===== src/rtl/dcc_pkg.sv =====
// Shared types and constants for the DCC packet scheduler.
package dcc_pkg;

  // Framing states of one DCC packet on the track.
  typedef enum logic [1:0] {
    PREAMBLE = 2'd0,
    SEP      = 2'd1,
    BYTE     = 2'd2,
    END      = 2'd3
  } dcc_state_t;

  // Idle packet contents; its error byte is the XOR of the two data bytes.
  localparam logic [7:0] IDLE_B0  = 8'hFF;
  localparam logic [7:0] IDLE_B1  = 8'h00;
  localparam logic [7:0] IDLE_ERR = IDLE_B0 ^ IDLE_B1;

  // Shortest and longest preamble the counter is built for.
  localparam int unsigned PREAMBLE_MIN = 14;
  localparam int unsigned PREAMBLE_MAX = 31;

  // Counter and field widths.
  localparam int PRE_CNT_W  = 5;  // holds 0..PREAMBLE_MAX-1
  localparam int BIT_CNT_W  = 3;  // bit within a byte, 0..7
  localparam int BYTE_IDX_W = 3;  // data bytes plus the error byte
  localparam int LEN_W      = 3;  // pkt_len field
  localparam int REP_W      = 4;  // pkt_repeat field

endpackage


===== src/rtl/dcc_ack_sync.sv =====
// Brings the encoder ack into the clk domain and turns each rising edge
// into a single-cycle advance strobe.
module dcc_ack_sync (
  input  logic clk,
  input  logic reset,
  input  logic ack_in,
  output logic adv
);

  logic sync_q1;
  logic sync_q2;
  logic ack_prev_q;

  // Two-flop synchronizer followed by one history flop for edge detection.
  always_ff @(posedge clk) begin
    if (reset) begin
      sync_q1    <= 1'b0;
      sync_q2    <= 1'b0;
      ack_prev_q <= 1'b0;
    end else begin
      sync_q1    <= ack_in;
      sync_q2    <= sync_q1;
      ack_prev_q <= sync_q2;
    end
  end

  assign adv = sync_q2 & ~ack_prev_q;

endmodule


===== src/rtl/dcc_packet_scheduler.sv =====
// Frames host command packets (or the idle packet) into a DCC bit stream,
// one bit per encoder ack.
//
// Host handshake: a packet transfers on a clk edge where pkt_valid and
// pkt_ready are both high; the host holds pkt_len/pkt_data/pkt_repeat stable
// while pkt_valid is high, and pkt_ready depends only on internal state.
module dcc_packet_scheduler
  import dcc_pkg::*;
#(
  parameter int unsigned PREAMBLE_LEN = 16,
  parameter int unsigned MAX_BYTES    = 5
) (
  input  logic                   clk,
  input  logic                   reset,
  input  logic                   pkt_valid,
  output logic                   pkt_ready,
  input  logic [2:0]             pkt_len,
  input  logic [8*MAX_BYTES-1:0] pkt_data,
  input  logic [3:0]             pkt_repeat,
  input  logic                   enc_ack,
  output logic                   enc_bit,
  output logic                   pkt_done,
  output logic                   pkt_err,
  output logic                   idle_active
);

  // Out-of-range preamble lengths are clamped to what the counter supports.
  localparam int unsigned PRE_LEN_EFF =
    (PREAMBLE_LEN < PREAMBLE_MIN) ? PREAMBLE_MIN :
    (PREAMBLE_LEN > PREAMBLE_MAX) ? PREAMBLE_MAX : PREAMBLE_LEN;
  localparam logic [PRE_CNT_W-1:0] PRE_LAST = PRE_CNT_W'(PRE_LEN_EFF - 1);
  localparam logic [LEN_W-1:0]     MAX_LEN  = LEN_W'(MAX_BYTES);
  localparam int                   DATA_W   = 8 * MAX_BYTES;

  logic adv;

  dcc_state_t state_q;
  dcc_state_t state_d;

  logic [PRE_CNT_W-1:0]  pre_cnt_q;
  logic [BIT_CNT_W-1:0]  bit_cnt_q;
  logic [BYTE_IDX_W-1:0] byte_idx_q;

  // Holding register (one entry from the host).
  logic              hold_full_q;
  logic [DATA_W-1:0] hold_data_q;
  logic [LEN_W-1:0]  hold_len_q;
  logic [REP_W-1:0]  hold_rep_q;

  // Active buffer (packet currently on the track).
  logic              act_loaded_q;
  logic              act_host_q;
  logic [DATA_W-1:0] act_data_q;
  logic [LEN_W-1:0]  act_len_q;
  logic [REP_W-1:0]  act_rep_q;
  logic [7:0]        act_err_q;

  logic              pre_last;
  logic              bit_last;
  logic              on_err_byte;
  logic              boundary;
  logic              first_load;
  logic              take_next;
  logic              accept;
  logic              len_ok;
  logic [7:0]        cur_byte;
  logic [7:0]        hold_xor;
  logic [DATA_W-1:0] idle_data;

  dcc_ack_sync u_ack_sync (
    .clk    (clk),
    .reset  (reset),
    .ack_in (enc_ack),
    .adv    (adv)
  );

  assign pkt_ready = ~hold_full_q;
  assign accept    = pkt_valid & pkt_ready;
  assign len_ok    = (pkt_len != '0) && (pkt_len <= MAX_LEN);

  // Framing state register.
  always_ff @(posedge clk) begin
    if (reset) begin
      state_q <= PREAMBLE;
    end else begin
      state_q <= state_d;
    end
  end

  // Next framing state, the bit presented to the encoder and load strobes.
  always_comb begin
    state_d     = state_q;
    enc_bit     = 1'b1;
    pre_last    = (pre_cnt_q == PRE_LAST);
    bit_last    = (bit_cnt_q == 3'd7);
    on_err_byte = (byte_idx_q == act_len_q);
    boundary    = 1'b0;
    first_load  = 1'b0;
    case (state_q)
      PREAMBLE: begin
        enc_bit = 1'b1;
        if (adv && pre_last) begin
          state_d    = SEP;
          // Right after reset nothing is active yet: pick the first packet here.
          first_load = ~act_loaded_q;
        end
      end
      SEP: begin
        enc_bit = 1'b0;
        if (adv) state_d = BYTE;
      end
      BYTE: begin
        enc_bit = cur_byte[~bit_cnt_q];
        if (adv && bit_last) state_d = on_err_byte ? END : SEP;
      end
      END: begin
        enc_bit = 1'b1;
        if (adv) begin
          state_d  = PREAMBLE;
          boundary = 1'b1;
        end
      end
      default: state_d = PREAMBLE;
    endcase
    take_next = (boundary && (act_rep_q == '0)) || first_load;
  end

  // Select the byte being shifted out: a data byte, or the error byte last.
  always_comb begin
    cur_byte = act_err_q;
    for (int i = 0; i < MAX_BYTES; i++) begin
      if ((byte_idx_q == BYTE_IDX_W'(i)) && (byte_idx_q < act_len_q)) begin
        cur_byte = act_data_q[i*8 +: 8];
      end
    end
  end

  // Error byte of the held packet and the fixed idle packet image.
  always_comb begin
    hold_xor  = 8'h00;
    idle_data = '0;
    for (int i = 0; i < MAX_BYTES; i++) begin
      if (LEN_W'(i) < hold_len_q) hold_xor = hold_xor ^ hold_data_q[i*8 +: 8];
    end
    idle_data[7:0]  = IDLE_B0;
    idle_data[15:8] = IDLE_B1;
  end

  // Preamble, bit and byte counters, stepped once per encoder advance.
  always_ff @(posedge clk) begin
    if (reset) begin
      pre_cnt_q  <= '0;
      bit_cnt_q  <= '0;
      byte_idx_q <= '0;
    end else if (adv) begin
      case (state_q)
        PREAMBLE: pre_cnt_q <= pre_last ? '0 : pre_cnt_q + 1'b1;
        BYTE: begin
          bit_cnt_q <= bit_cnt_q + 1'b1;
          if (bit_last) byte_idx_q <= byte_idx_q + 1'b1;
        end
        END: begin
          byte_idx_q <= '0;
          pre_cnt_q  <= '0;
        end
        default: ;
      endcase
    end
  end

  // Holding register, active buffer, repeat handling and status pulses.
  always_ff @(posedge clk) begin
    if (reset) begin
      hold_full_q  <= 1'b0;
      hold_data_q  <= '0;
      hold_len_q   <= '0;
      hold_rep_q   <= '0;
      act_loaded_q <= 1'b0;
      act_host_q   <= 1'b0;
      act_data_q   <= '0;
      act_len_q    <= '0;
      act_rep_q    <= '0;
      act_err_q    <= '0;
      idle_active  <= 1'b0;
      pkt_done     <= 1'b0;
      pkt_err      <= 1'b0;
    end else begin
      pkt_done <= boundary && act_host_q && (act_rep_q == '0);
      pkt_err  <= accept && !len_ok;

      // A handshake only happens with the holding register empty, so it never
      // collides with the hold-to-active move below.
      if (accept && len_ok) begin
        hold_full_q <= 1'b1;
        hold_data_q <= pkt_data;
        hold_len_q  <= pkt_len;
        hold_rep_q  <= pkt_repeat;
      end

      if (take_next) begin
        act_loaded_q <= 1'b1;
        if (hold_full_q) begin
          hold_full_q <= 1'b0;
          act_host_q  <= 1'b1;
          act_data_q  <= hold_data_q;
          act_len_q   <= hold_len_q;
          act_rep_q   <= hold_rep_q;
          act_err_q   <= hold_xor;
          idle_active <= 1'b0;
        end else begin
          act_host_q  <= 1'b0;
          act_data_q  <= idle_data;
          act_len_q   <= LEN_W'(2);
          act_rep_q   <= '0;
          act_err_q   <= IDLE_ERR;
          idle_active <= 1'b1;
        end
      end else if (boundary) begin
        act_rep_q <= act_rep_q - 1'b1;
      end
    end
  end

endmodule

===== config.mk =====
export PLATFORM = sky130hd
export DESIGN_NAME = dcc_packet_scheduler
export DESIGN_NICKNAME = d
export VERILOG_FILES = /design/src/rtl/dcc_pkg.sv /design/src/rtl/dcc_ack_sync.sv /design/src/rtl/dcc_packet_scheduler.sv
export SDC_FILE = /design/constraint.sdc
export NUM_CORES = 1
export LEC_CHECK = 0
export BUFFER_PORTS_ARGS = -buffer_cell sky130_fd_sc_hd__buf_2
export CAP_MARGIN = 20
export CORE_MARGIN = 3
export CORE_UTILIZATION = 45
export CTS_BUF_LIST = sky130_fd_sc_hd__clkbuf_16
export CTS_CLUSTER_SIZE = 40
export DETAILED_ROUTE_END_ITERATION = 8
export GPL_ROUTABILITY_DRIVEN = 1
export SYNTH_ARGS = -nofsm -noshare
export SYNTH_HDL_FRONTEND = slang
export SYNTH_SLANG_ARGS = --single-unit

===== constraint.sdc =====
create_clock -name clk -period 3.35 [get_ports clk]
set_input_delay 0.5025 -clock clk [delete_from_list [all_inputs] [get_ports clk]]
set_output_delay 0.5025 -clock clk [all_outputs]
set_load 0.01 [all_outputs]

Yosys cells after proc, flatten, opt, wreduce, memory -nomap -nowiden:

Index checks and enable logic that the tools add are counted.

* bits of input ports: 51
* bits in registers: 124
* word-level logic and storage cells: 122
* output and inout bits: 5

* bitwise gates (word level): 10
* order comparisons: 8
* reduce and logical (&&, ||, !) cells: 27
* eq/ne operators: 15
* mux-type cells: 38
* add/subtract/negate cells: 4

Operators with widths (count)
* $mux 8: 11
* $mux 40: 1
* $xor 8x8->8: 4
* $logic_and 1x1->1: 13
* $mux 4: 3
* $mux 1: 10
* $mux 2: 5
* $ne 2x2->1 const B: 5
* $pmux 5 s2: 1
* $pmux 2 s4: 1
* $add 3x1->3 const B: 2
* $eq 3x2->1 const B: 2
* $eq 3x3->1 const B: 2
* $lt 1x3->1 const A: 2
* $lt 2x3->1 const A: 2
* $mux 3: 2
* $pmux 3 s2: 1
* $reduce_bool 2->1: 3
* $add 5x1->5 const B: 1
* $eq 5x4->1 const B: 1
* $mux 5: 1
* $eq 2x2->1 const B: 2
* $logic_not 4->1: 1
* $lt 3x4->1 const B: 1
* 21 further kinds: 25

Logic depth before layout (Yosys ltp):

Gate-level depths: netlist (run 1).

* depth in word-level cells: 11
* mapped depth: 11

Modules after synthesis:

From an unflattened synthesis (run 1), not the netlist that was laid out.

* cells, all modules: 810
* area total of the unflattened synthesis: 6354.8 um^2

Modules (own cells, without submodules)
* dcc_packet_scheduler: cells an instance 803, area each 6267.3 um^2, instances 1
* dcc_ack_sync: cells an instance 7, area each 87.6 um^2, instances 1

Worst setup path after synthesis (run 1):

OpenSTA, ideal clock, no wires.

* kind: reg2out
* from: register byte_idx_q[2]
* to: output port enc_bit
* cell stages (with the launch flop): 11
* path buffers: 2
* arrival: 2.197 ns
* data required time: 2.847 ns
* slack: 0.651 ns
* path through: dfxtp_1 > buf_4 > inv_2 > ha_1 > buf_2 > nor2_1 > o311ai_1 > o211ai_1 > a2111oi_0 > or4_1 > o32a_1

* longest elaborated chain between the ends: 10

Ends and longest elaborated chain
* from (decl): line dcc_packet_scheduler.sv:42 `logic [BYTE_IDX_W-1:0] byte_idx_q;`
* from (signal assigned): line dcc_packet_scheduler.sv:160 `if (bit_last) byte_idx_q <= byte_idx_q + 1'b1;`
* $lt 3x3->1 or $logic_not 3->1 (tied branches): line dcc_packet_scheduler.sv:132 `if ((byte_idx_q == BYTE_IDX_W'(i)) && (byte_idx_q < act_len_q)) begin`
* $logic_and 1x1->1: line dcc_packet_scheduler.sv:132
* $mux 8 (4 in series): line dcc_packet_scheduler.sv:132
* $mux 8 *: line dcc_packet_scheduler.sv:132
* $bmux 1 s3 *: line dcc_packet_scheduler.sv:113 `enc_bit = cur_byte[~bit_cnt_q];`
* $mux 1 (implied by the code) *: line dcc_packet_scheduler.sv:113
* $pmux 1 s3 *: line dcc_packet_scheduler.sv:99 `case (state_q)`
* to (decl): line dcc_packet_scheduler.sv:21 `output logic enc_bit,`

Mark *: on every way between the ends. The rest lies on a longest branch, timed or not. The select of a mux whose other input is x is not followed.

Worst setup path in the final report (run 1):

* from: register act_len_q[2]
* to: output port enc_bit

* longest elaborated chain between the ends: 10

Ends and longest elaborated chain
* from (decl): line dcc_packet_scheduler.sv:54 `logic [LEN_W-1:0] act_len_q;`
* from (signal assigned): line dcc_packet_scheduler.sv:206 `act_len_q <= hold_len_q;`
* $lt 3x3->1 *: line dcc_packet_scheduler.sv:132
* $logic_and 1x1->1: line dcc_packet_scheduler.sv:132
* $mux 8 (4 in series): line dcc_packet_scheduler.sv:132
* $mux 8 *: line dcc_packet_scheduler.sv:132
* $bmux 1 s3 *: line dcc_packet_scheduler.sv:113
* $mux 1 (implied by the code) *: line dcc_packet_scheduler.sv:113
* $pmux 1 s3 *: line dcc_packet_scheduler.sv:99

Marks and branches as above.

==> reports/summary.txt, run 1 <==
status: complete, no violations
worst-path maximum fanout: 8
Fill cells: 1382
min Tclk post-route: 3.148 ns
synth cell count leaders: nand2_1, dfxtp_1, a21oi_1, nor2_1, nand3_1
vias per inst: 5.712
Die Span X: 125.9 µm
Distinct cells, synth: 64
Primary FF master, synth: dfxtp_1
Placeable Area: 13990 µm²
required time of the critical path: 2.85 ns
post-synth design cell area: 6466 µm²
total power: 3.793 mW
fin util: 0.5280
R2R setup slack: 0.97 ns
startpoint types: flop
Int Pwr: 2.879 mW
CP Data Arrival Time: 2.65 ns
most frequent cell after synthesis: nand2_1
Syn. warnings: 0
post-synthesis sequential area ratio: 0.3839
GRT Util Overall: 0.2206
layout cells sized above 1: 0.1349
largest net degree at the start of global routing: 81
port bufs: 55
Hold Fails Final Rpt: 0
root buf cell: clkbuf_16
Switching Share: 0.2409
CP Launch Point: act_len_q[2]
Synth top area share: 0.3839
cells on worst reg2reg path: 6
number of antenna violations at the first check in global routing: 0
final wirelength: 17640 µm
Slew Limit Fails: 0
starting density of the core: 0.4623
Clock power frac: 0.493
FF-to-FF End: act_err_q[4]
Synth Register Bits: 124
n_diodes: 0
total grt overflow: 0
CTS tree: done
Area growth syn-to-layout: 14.22%
Setup crit end kind: output pin
peak supply drop: 0.0003383 V
Max Cap Viol: 0
f_max: 317.7 MHz
worst hold path type: in2reg
min-delay src: enc_ack
clock tree buffer depth: 2
syn_nets: 903
worst setup path class: reg2out
RD Place Congestion: 0.8756
mean post-synth cell area: 7.744 µm²
DRC: 0
first-pass iteration count of the detailed router: 5
Least-Margin Pin Slew: 0.8677 ns
Slew headroom: 0.4203
Skew-Pair Late Insertion Delay: 0.41 ns
first-pass GRT wire length: 27950 µm
H-tree Lvls: 4
power per cell area: 513.6 nW/µm²
via count: 5980
Leakage: 2.540 nW
hold path depth: 2
top post-synthesis cells by area: dfxtp_1, a21oi_1, nand2_1, nand3_1, nor2_1
Sink Count: 124
Final Cycle Share: 0.9397
Syn Inst Count: 835
Clock Pin Slew Worst Setup and Hold Paths: 0.06 ns
cts hold-fix bufs: 0
Detailed Place HPWL: 12630 µm
Post-synth EDFFs: 0
Final ANT Viol Nets: 0
Rows: 43
Final #Nets: 922
origin of the critical flop-to-flop path: hold_len_q[1]
count of boundary I/O pins: 56
vias in the first global route: 5365
Comb pwr share: 0.091
Num CTS Buffers: 17
die area: 15840 µm²
skew final: 0.005259 ns
Sw Pwr: 0.9140 mW
Die H: 125.9 µm
Endpoint, Worst Hold: u_ack_sync.sync_q1
WL/cell: 16.84 µm
Setup violations, final: 0
Reg power frac: 0.416
Async SR Flop Fraction: 0
Synth area leader: dfxtp_1
drt initial violations: 531
-- cell usage in the layout, fill, tap and decap left out, types with 5 or more instances in the layout --
master / count
a211oi_1: 9
a21oi_1: 123
a22o_1: 14
a22oi_1: 10
a311oi_1: 17
a31oi_1: 14
buf_2: 54
buf_4: 11
clkbuf_16: 17
clkinv_2: 5
dfxtp_1: 121
ha_1: 13
inv_1: 31
nand2_1: 152
nand3_1: 50
nor2_1: 60
nor2b_1: 23
nor3_1: 8
nor3b_1: 10
o211ai_1: 6
o21ai_0: 14
o221ai_1: 7
xnor2_1: 7
xor2_1: 11
-- flip-flops by register name, indices dropped and copies added, names as in the netlist, 2 cells and up --
| signal | cells |
|---|---|
| act_data_q | 40 |
| hold_data_q | 40 |
| act_err_q | 8 |
| pre_cnt_q | 5 |
| act_rep_q | 4 |
| hold_rep_q | 4 |
| act_len_q | 3 |
| bit_cnt_q | 3 |
| byte_idx_q | 3 |
| hold_len_q | 3 |
| state_q | 2 |
-- power groups by stage --
stage,registers [mW],clock network (mW),logic (mW)
floorplan,1.58,0,0.261
global placement,1.61,0,0.338
detailed placement,1.61,0,0.345
CTS,1.58,1.90,0.348
global route,1.58,1.96,0.387
finish,1.58,1.87,0.346
-- metal layers --
layer / vias up / part of all wire / track usage
met5: - / 0 / 0
met4: 0 / 0.015 / 0.07634
met3: 21 / 0.053 / 0.03478
met2: 179 / 0.44 / 0.3298
met1: 2800 / 0.49 / 0.3242
li1: 2980 / - / -
-- cell type report --
type	instances	area, µm²	share of cell area
sequential	124	2486	0.3366
clock inverter	15	180.2	0.02439
tap	180	225.2	0.03049
timing repair buffer	67	392.9	0.05319
multi-input combinational	613	3560	0.4820
clock buffer	17	425.4	0.05760
inverter	31	116.4	0.01575
-- critical path, cell delays in order, from the launching register on --
cell      delay (ns)
dfxtp_1         0.33
inv_1           0.04
ha_1            0.30
a21oi_1         0.26
o21ai_2         0.21
o31ai_1         0.32
o211ai_1        0.15
and3_1          0.21
o32a_1          0.28
buf_2           0.14
-- how the worst max path moves through the flow --
stage | to | slack [ns] | depth (start not counted)
floorplan | enc_bit | 0.65 | 10
global placement | enc_bit | 0.42 | 8
detailed placement | enc_bit | 0.36 | 8
CTS | enc_bit | 0.006 | 9
global route | enc_bit | -0.003 | 9
finish | enc_bit | 0.20 | 9
-- kinds of logic (layout without fill, tap and decap cells) --
group	count (synthesis)	after routing	share of synthesized area
and+or+nand+nor	331	331	0.2337
AOI/OAI and AO/OA	243	243	0.2428
DFF	124	124	0.3839
buffers and inverters	98	130	0.07604
xor gates and xnor gates	18	18	0.02438
adders and majority gates	17	17	0.03289
muxes	4	4	0.006192
-- per-stage QoR --
| stage | hold WS, ns | area (µm²) | TNS, ns | instances | worst slack [ns] |
|---|---|---|---|---|---|
| finish | 0.2932 | 7386 | 0 | 1047 | 0.2020 |
| global route | 0.3104 | 7386 | -0.003221 | 1047 | -0.003221 |
| CTS | 0.2791 | 7321 | 0 | 1047 | 0.005868 |
| detailed placement | 0.4253 | 6710 | 0 | 1015 | 0.3646 |
| global placement | 0.4205 | 6710 | 0 | 1015 | 0.4155 |
| floorplan | 0.4138 | 6466 | 0 | 835 | 0.6509 |
-- timing repair --
item,in CTS,in global routing
cloned,0,0
pin swaps,0,1
buffers inserted,0,0
endpoints found under the setup margin,1,1
gates resized for setup,2,14
(Power assumes the default switching activity.)
==> inputs of run 2 (changes only) <==
--- a/config.mk
+++ b/config.mk
@@ -15,4 +15,5 @@
 export GPL_ROUTABILITY_DRIVEN = 1
 export SYNTH_ARGS = -nofsm -noshare
 export SYNTH_HDL_FRONTEND = slang
+export SYNTH_HIERARCHICAL = 1
 export SYNTH_SLANG_ARGS = --single-unit
==> reports/summary.txt, run 2 <==
Die Span X: 124.8 µm (-0.82%)
power per cell area: 501.3 nW/µm² (-2.4%)
Post-synth EDFFs: 0 (unchanged)
post-synth design cell area: 6355 µm² (-1.7%)
status: complete, no violations
Fill cells: 1308 (-5.4%)
Rows: 42 (-2.3%)
Final #Nets: 905 (-1.8%)
R2R setup slack: 0.60 ns (-0.37 ns)
CP cell instances: ha_1 -> a21oi_2 -> and2_2 -> nand2_1 -> o221a_1 -> nor4_1 -> a221oi_2 -> buf_2
Skew-Pair Late Insertion Delay: 0.42 ns (about the same)
number of antenna violations at the first check in global routing: 0 (unchanged)
Crit-path slowest cell: nor4_1
min Tclk post-route: 3.211 ns (+0.06295 ns)
Setup violations, final: 0 (unchanged)
Detailed Place HPWL: 12850 µm (+1.7%)
post-synthesis sequential area ratio: 0.3906 (+0.006727)
min-delay src: enc_ack
first-pass GRT wire length: 28770 µm (+3.0%)
Setup TNS Final: 0 ns (unchanged)
DRC: 0 (unchanged)
Post-CTS Resized: 1 (-1)
total grt overflow: 0 (unchanged)
final worst slack: 0.1391 ns (-0.06295 ns)
Regs by FF count: act_data_q x40, hold_data_q x40, act_err_q x8
worst setup path class: reg2out
Area growth syn-to-layout: 12.80%
GRT Util Overall: 0.2286 (+0.007993)
pre-CTS WS: 0.3446 ns (-0.02000 ns)
Clock Pin Slew Worst Setup and Hold Paths: 0.06 ns (about the same)
worst-path maximum fanout: 15 (+7)
drt initial violations: 598 (+13%)
origin of the critical flop-to-flop path: pre_cnt_q[0]
required time of the critical path: 2.85 ns (about the same)
syn_nets: 879 (-2.7%)
Distinct cells, synth: 67 (+4.7%)
Crit path largest cell delay: 0.43 ns (+0.10 ns)
Slew headroom: 0.3267 (-0.09361)
Primary FF master, synth: dfxtp_1
CTS tree: done
cts hold-fix bufs: 0 (unchanged)
Syn. warnings: 6 (+6)
multi-input logic area: 3436 µm² (-3.5%)
starting density of the core: 0.4705 (+0.008285)
CP Buf/Inv Count: 1 (-1)
f_max: 311.4 MHz (-2.0%)
layout cells sized above 1: 0.1333 (-0.001693)
Async SR Flop Fraction: 0 (unchanged)
Synth Register Bits: 124 (unchanged)
Syn Inst Count: 810 (-3.0%)
peak supply drop: 0.0004538 V (+34%)
clock tree buffer depth: 2 (unchanged)
Num CTS Buffers: 17 (unchanged)
Endpoint, Worst Hold: u_ack_sync/sync_q1
Setup crit end kind: output pin
largest net degree at the start of global routing: 72 (-11%)
vias in the first global route: 5514 (+2.8%)
worst hold path type: in2reg
Leakage: 2.578 nW (+1.5%)
port bufs: 55 (unchanged)
die area: 15580 µm² (-1.6%)
Final Cycle Share: 0.9585 (+0.01879)
CP Data Arrival Time: 2.71 ns (+0.06 ns)
cells on worst reg2reg path: 7 (+1)
Final ANT Viol Nets: 0 (unchanged)
RSZ-0062 raised after global routing: false
Max Cap Viol: 0 (unchanged)
setup repair bufs after CTS: 0 (unchanged)
Post-Place Cells: 993 (-2.2%)
Hold Fails Final Rpt: 0 (unchanged)
Sink Count: 124 (unchanged)
mean post-synth cell area: 7.845 µm² (+1.3%)
Reg area: 2486 µm² (unchanged)
hold path depth: 2 (unchanged)
commonest non-fill, non-tap cell in the layout: nand2_1
commonest cells after routing, fill and taps aside: nand2_1, dfxtp_1, a21oi_1
placed cell area: 6591 µm² (-1.8%)
H-tree Lvls: 4 (unchanged)
most frequent cell after synthesis: nand2_1
Least-Margin Pin Slew: 1.006 ns (+0.1385 ns)
skew final: 0.01090 ns (+0.005639 ns)
Synth top area share: 0.3906 (+0.006727)
Cell Count, Final, Fillers Out: 1024 (-2.2%)
fin area: 7168 µm² (-2.9%)
n_diodes: 0 (unchanged)
final wirelength: 17960 µm (+1.9%)
Placeable Area: 13510 µm² (-3.5%)
root buf cell: clkbuf_16
startpoint types: flop
Slew Limit Fails: 0 (unchanged)
synth cell count leaders: nand2_1, dfxtp_1, a21oi_1, nand3_1, nor2_1
top post-synthesis cells by area: dfxtp_1, nand2_1, a21oi_1, ha_1, nand3_1
CP delay by family, top: simple AND/OR/NAND/NOR gates
Synth area leader: dfxtp_1
vias per inst: 5.805 (+1.6%)
CP Launch Point: byte_idx_q[2]
Die H: 124.8 µm (-0.82%)
via count: 5944 (-0.60%)
WL/cell: 17.54 µm (+4.2%)
first-pass iteration count of the detailed router: 5 (unchanged)
RD Place Congestion: 0.9185 (+4.9%)
FF-to-FF End: act_err_q[6]
count of boundary I/O pins: 56 (unchanged)
total power: 3.593 mW (-5.3%)
==> run 2: changes by cell type in the layout (fill, tap and decap cells not counted), moves of 5 or more <==
cell,before,now
nor2_1,60,40
nor3b_1,10,3
a211oi_1,9,4
inv_1,31,26
o22ai_1,1,10
o21ai_0,14,39
a31oi_1,14,7
nand2_1,152,158
nand3_1,50,45
a311oi_1,17,8
a21oi_1,123,117
==> run 2: layout make-up <==
cell class / count / share of cell area
multi-input combinational: 601 / 0.4793
timing repair buffer: 67 / 0.05306
clock inverter: 14 / 0.01763
sequential: 124 / 0.3468
inverter: 25 / 0.01309
tap: 176 / 0.03072
clock buffer: 17 / 0.05935
==> run 2: how the worst max path moves through the flow <==
stage	cells past startpoint	slack (ns)	end
3_3_place_gp	9	0.35	enc_bit
5_1_grt	9	0.008	enc_bit
6_report	8	0.14	enc_bit
2_1_floorplan	7	0.96	enc_bit
3_5_place_dp	8	0.34	enc_bit
4_1_cts	9	0.02	enc_bit
==> run 2: cells by family (layout without fill, tap and decap cells) <==
| kind of cell | Yosys count | after routing | synth area share |
|---|---|---|---|
| buffers and inverters | 85 | 123 | 0.07206 |
| and+or+nand+nor | 308 | 308 | 0.2195 |
| muxes | 2 | 2 | 0.005316 |
| xor gates and xnor gates | 18 | 18 | 0.02481 |
| DFF | 124 | 124 | 0.3906 |
| adders and majority gates | 18 | 18 | 0.03544 |
| AOI/OAI and AO/OA | 255 | 255 | 0.2522 |
==> run 2: metal layers <==
metal | GRT usage | vias up | wire, µm
li1 | - | 2919 | -
met1 | 0.3355 | 2834 | 8776
met2 | 0.3387 | 168 | 7913
met3 | 0.04974 | 23 | 1008
met4 | 0.06186 | 0 | 266
met5 | 0 | - | 0
==> run 2: per-stage QoR <==
stage                 util  hold WS [ns]
floorplan                -        0.4138
global placement    0.4880        0.4189
detailed placement  0.4880        0.4293
CTS                 0.5290        0.2836
global route        0.5308        0.3048
finish              0.5308        0.2930
==> run 2: power breakdown <==
group / internal (mW) / switching (mW)
logic: 0.123 / 0.185
registers: 1.52 / 0.0655
clock network: 1.01 / 0.689
==> run 2: worst reg2reg max path, delay by kind of cell, from the launching register on <==
family                     cells  cell delay (ns)
DFF                            1             0.40
and+or+nand+nor                4             0.96
adders and majority gates      1             0.23
AOI/OAI and AO/OA              2             1.05
